## config.mk

```make
export PLATFORM = sky130hd
export DESIGN_NAME = curve_gamma_enc_stream
export DESIGN_NICKNAME = d
export VERILOG_FILES = /design/src/rtl/curve_gamma_enc_stream.sv
export SDC_FILE = /design/constraint.sdc
export NUM_CORES = 2
export LEC_CHECK = 0
export ABC_AREA = 1
export BUFFER_PORTS_ARGS = -buffer_cell sky130_fd_sc_hd__buf_2
export CORE_MARGIN = 2
export CORE_UTILIZATION = 45
export DETAILED_ROUTE_END_ITERATION = 10
export GPL_ROUTABILITY_DRIVEN = 0
export HOLD_SLACK_MARGIN = 0.08
export PLACE_DENSITY = 0.69
export SLEW_MARGIN = 30
export SYNTH_ARGS = -nofsm -noshare
export SYNTH_HDL_FRONTEND = slang
export SYNTH_SLANG_ARGS = --single-unit
```

## constraint.sdc

```tcl
create_clock -name clk -period 125.9 [get_ports clk]
set_input_delay 25.18 -clock clk [delete_from_list [all_inputs] [get_ports clk]]
set_output_delay 25.18 -clock clk [all_outputs]
set_load 0.1 [all_outputs]
```

## src/rtl/curve_gamma_enc_stream.sv

```systemverilog
// Streaming gamma encoder: 8-bit pixel lookup through a double-buffered 256-entry LUT.
// SHADOW is loaded entry by entry; it is committed to ACTIVE only at a frame start.
module curve_gamma_enc_stream #(
    parameter int LATENCY = 2
) (
    input  logic       clk,
    input  logic       rst,
    input  logic       gamma_en,
    input  logic       lut_wr_valid,
    input  logic [7:0] lut_wr_data,
    output logic       lut_wr_ready,
    output logic       lut_loaded,
    input  logic       per_frame_vsync,
    input  logic       per_frame_href,
    input  logic       per_frame_clken,
    input  logic [7:0] per_img_Y,
    output logic       post_frame_vsync,
    output logic       post_frame_href,
    output logic       post_frame_clken,
    output logic [7:0] post_img_Y
);

    typedef enum logic [1:0] {
        S_IDLE,
        S_LOADING,
        S_PENDING
    } state_t;

    state_t     state_q, state_d;
    logic [7:0] wr_addr_q, wr_addr_d;
    logic       shadow_we;
    logic       commit;

    logic       vsync_q;
    logic       frame_start;
    logic       en_frame_q;
    logic       table_valid_q;

    logic [7:0] shadow_q [256];
    logic [7:0] active_q [256];

    // {vsync, href, clken} per stage; newest stage in the low bits.
    logic [3*LATENCY-1:0] sync_q;
    logic [7:0]           s1_y_q;
    logic [7:0]           post_y_q, post_y_d;

    assign frame_start = per_frame_vsync & ~vsync_q;

    always_ff @(posedge clk) begin
        if (rst) begin
            state_q   <= S_IDLE;
            wr_addr_q <= '0;
        end else begin
            state_q   <= state_d;
            wr_addr_q <= wr_addr_d;
        end
    end

    always_comb begin
        state_d   = state_q;
        wr_addr_d = wr_addr_q;
        shadow_we = 1'b0;
        commit    = 1'b0;
        case (state_q)
            S_IDLE: begin
                if (lut_wr_valid) begin
                    shadow_we = 1'b1;
                    wr_addr_d = wr_addr_q + 8'd1;
                    state_d   = S_LOADING;
                end
            end
            S_LOADING: begin
                if (lut_wr_valid) begin
                    shadow_we = 1'b1;
                    wr_addr_d = wr_addr_q + 8'd1;
                    if (wr_addr_q == 8'hFF) begin
                        state_d = S_PENDING;
                    end
                end
            end
            S_PENDING: begin
                if (frame_start) begin
                    commit  = 1'b1;
                    state_d = S_IDLE;
                end
            end
            default: state_d = S_IDLE;
        endcase
    end

    always_comb begin
        lut_wr_ready = (state_q != S_PENDING);
        lut_loaded   = (state_q == S_PENDING);
    end

    // Table storage is deliberately outside reset; table_valid_q gates its use.
    always_ff @(posedge clk) begin
        if (!rst) begin
            if (shadow_we) begin
                shadow_q[wr_addr_q] <= lut_wr_data;
            end
            if (commit) begin
                active_q <= shadow_q;
            end
        end
    end

    always_comb begin
        post_y_d = '0;
        if (sync_q[0]) begin
            post_y_d = (en_frame_q && table_valid_q) ? active_q[s1_y_q] : s1_y_q;
        end
    end

    always_ff @(posedge clk) begin
        if (rst) begin
            vsync_q       <= 1'b0;
            en_frame_q    <= 1'b0;
            table_valid_q <= 1'b0;
            sync_q        <= '0;
            s1_y_q        <= '0;
            post_y_q      <= '0;
        end else begin
            vsync_q <= per_frame_vsync;
            if (frame_start) begin
                en_frame_q <= gamma_en;
            end
            if (commit) begin
                table_valid_q <= 1'b1;
            end
            sync_q   <= {sync_q[3*LATENCY-4:0], per_frame_vsync, per_frame_href, per_frame_clken};
            s1_y_q   <= per_img_Y;
            post_y_q <= post_y_d;
        end
    end

    assign post_frame_vsync = sync_q[3*LATENCY-1];
    assign post_frame_href  = sync_q[3*LATENCY-2];
    assign post_frame_clken = sync_q[3*LATENCY-3];
    assign post_img_Y       = post_y_q;

endmodule

```

==> flow_summary.toml <==
[global_routing]
grt_pass1_wl_mm = 500
grt_pass1_vias = 74600
overflow = 0
antenna_found_initial = 14
track_usage_pct = 20.8
grt_max_degree = 186

[cts]
cts_resized = 0
cts_tree = "done"
numCtsBuffers = 381
clkLatencyLatePin_ns = 0.92
htreeDepth = 5
hold_buffers = 0
clockBufferDepth = 4
cts_setup_buffers = 0
path_clk_slew_ns = 0.06
cts_sinks = 4130
root_buffer = "clkbuf_16"

[place]
hpwl_mm = 195
place_ws_ns = 95.39
io_buffers = 35
postPlaceCellArea_um2 = 150000

[drt]
firstDrtPassIters = 9
vias = 76600
ant_nets = 0
drc = 0
detail_route.vias_per_cell = 5.62
wl_per_cell_um = 25.4
drt_iter0_markers = 10500
routed_wl_mm = 346

[cells_and_area]
fin_util_pct = 50.5
design_area_um2 = 162000
drive_gt1_share_pct = 7.97
mostFrequentLayoutCell = "edfxtp_1"
mostFrequentLayoutCells = "4096 x edfxtp_1, 1218 x nand2_1, 1203 x nand3_1, 997 x nor2_1, 515 x o21ai_0"
layout.nets = 9045
area_growth_pct = 11.6

[sta]
setup_viol = 0
fin_crit_ns = 28.93
relSlewSlack_pct = 28.8
skew_ns = 0.0812
fmax_mhz = 34.6
fin_ws_ns = 96.97
worstMarginPinSlew_ns = 1.07
slew_violations = 0
fin_crit_sh_pct = 23.0
whs_ns = 0.382
finalHoldViolCount = 0
rsz0062_at_grt = "no"
setup_tns_ns = 0

[synthesis]
synth_edf_count = 4096
yosysWarnings = 0
synth.avg_cell_area_um2 = 16.2
synth_area_um2 = 145000
seq_area_frac_synth_pct = 85.1
synth_flop_cell = "edfxtp_1"
syn-instance-count = 8948
ys_types = 28
syn_nets = 8975
synth.ff_latch_count = 4130
async_reset_ff_share_pct = 0

[die]
fp-row-count = 208
die_y_um = 572
floorplan.die_area_um2 = 328000
die_w_um = 572
coreArea_um2 = 321000
io_pins = 36
initial_core_util_pct = 45.2

[critical_path]
cpLargestDelayFamily = "buffers and inverters"
path_cells = "buf_2 > inv_1 > nor2_1 > nand2_1 > nor2_4 > buf_8 > buf_4 > buf_4 > buf_6 > buf_6"
path_class = "in2reg"
cp.arrival_ns = 29.45
path_buf_inv = 7
rrSetupSlack_ns = 119.67
worst_path_max_delay_cell = "buf_4"
crit_path_max_fanout = 79
cp-end-kind = "flop"
crit_required_ns = 126.42
cpPeakStageDelay_ns = 0.83
start_kind = "input port"

[pwr]
power_density_nw_per_um2 = 16.7
max-vdd-ir-drop_mv = 0.0112
leakage_nw = 51.8

[status]
status = "completed"

[worst_hold_path]
hp-class = "reg2reg"

[run]
maxCapViolations = 0
## registers in the layout, summed over array words and instances, names as in the netlist
name / count
s1_y_q: 8
sync_q: 6
shadow_q: 2048
table_valid_q: 1
state_q: 2
wr_addr_q: 8
active_q: 2048
post_img_Y: 8
en_frame_q: 1
## synthesized netlist by cell type, drive strengths merged (2+ instances only)
master | instances | area (um2)
a21oi | 20 | 100
and3 | 3 | 18.8
buf | 304 | 1730
clkbuf | 177 | 664
clkinv | 2 | 7.51
dfxtp | 34 | 681
edfxtp | 4096 | 123000
ha | 4 | 50.1
inv | 64 | 243
nand2 | 1242 | 4660
nand3 | 1204 | 6030
nor2 | 999 | 3750
nor3 | 2 | 10.0
o211ai | 105 | 788
o21ai | 547 | 2740
o22ai | 140 | 876
## final timing paths
path / start / end / cells after the start
hold / removal: shadow_q[1572]$_DFFE_PP_ / active_q[1572]$_DFFE_PP_ / 0
setup reg to reg: s1_y_q[0]$_SDFF_PP0_ / post_img_Y[6]$_SDFF_PP0_ / 15
hold reg to reg: shadow_q[1572]$_DFFE_PP_ / active_q[1572]$_DFFE_PP_ / 0
setup / recovery: per_frame_vsync / active_q[514]$_DFFE_PP_ / 10
## power breakdown
group / total (W) / leakage, nW / internal, W / switching, W
Sequential: 0.00150 / 37.1 / 0.00150 / 0.00000162
Combinational: 0.0000907 / 8.85 / 0.0000185 / 0.0000722
Clock: 0.00112 / 5.88 / 0.000635 / 0.000487
Total: 0.00271 / 51.8 / 0.00215 / 0.000560
## per-layer routing
layer	track usage, %	wire length [um]	vias to the layer above
li1	-	-	33300
met1	28.0	133000	38100
met2	33.5	164000	4425
met3	3.81	34700	701
met4	8.91	14800	12
met5	0	83	-
## kinds of logic after synthesis
family	count (synthesis)	synth area share [%]
AOI/OAI and AO/OA	814	3.11
buffers and inverters	547	1.82
adders and majority gates	4	0.0344
and+or+nand+nor	3452	9.96
xor gates and xnor gates	1	0.00603
DFF	4130	85.1
## per-stage QoR
stage,instances,total power (W)
after floorplan,8948,0.00158
after global placement,12900,0.00162
after detailed placement,12900,0.00162
after CTS,13600,0.00272
after global routing,13600,0.00278
final,13600,0.00271
## final cells by class
| cell class | instances | area, um2 |
|---|---|---|
| fillers | 25300 | 159000 |
| flip-flops and latches | 4130 | 124000 |
| multi-input cells | 4271 | 19100 |
| clock buffers | 451 | 9890 |
| well taps | 4305 | 5390 |
| clock inverters | 232 | 2250 |
| repair buffers | 168 | 1540 |
| inverters | 66 | 284 |
| diodes | 12 | 30.0 |
(Power assumes the default switching activity.)
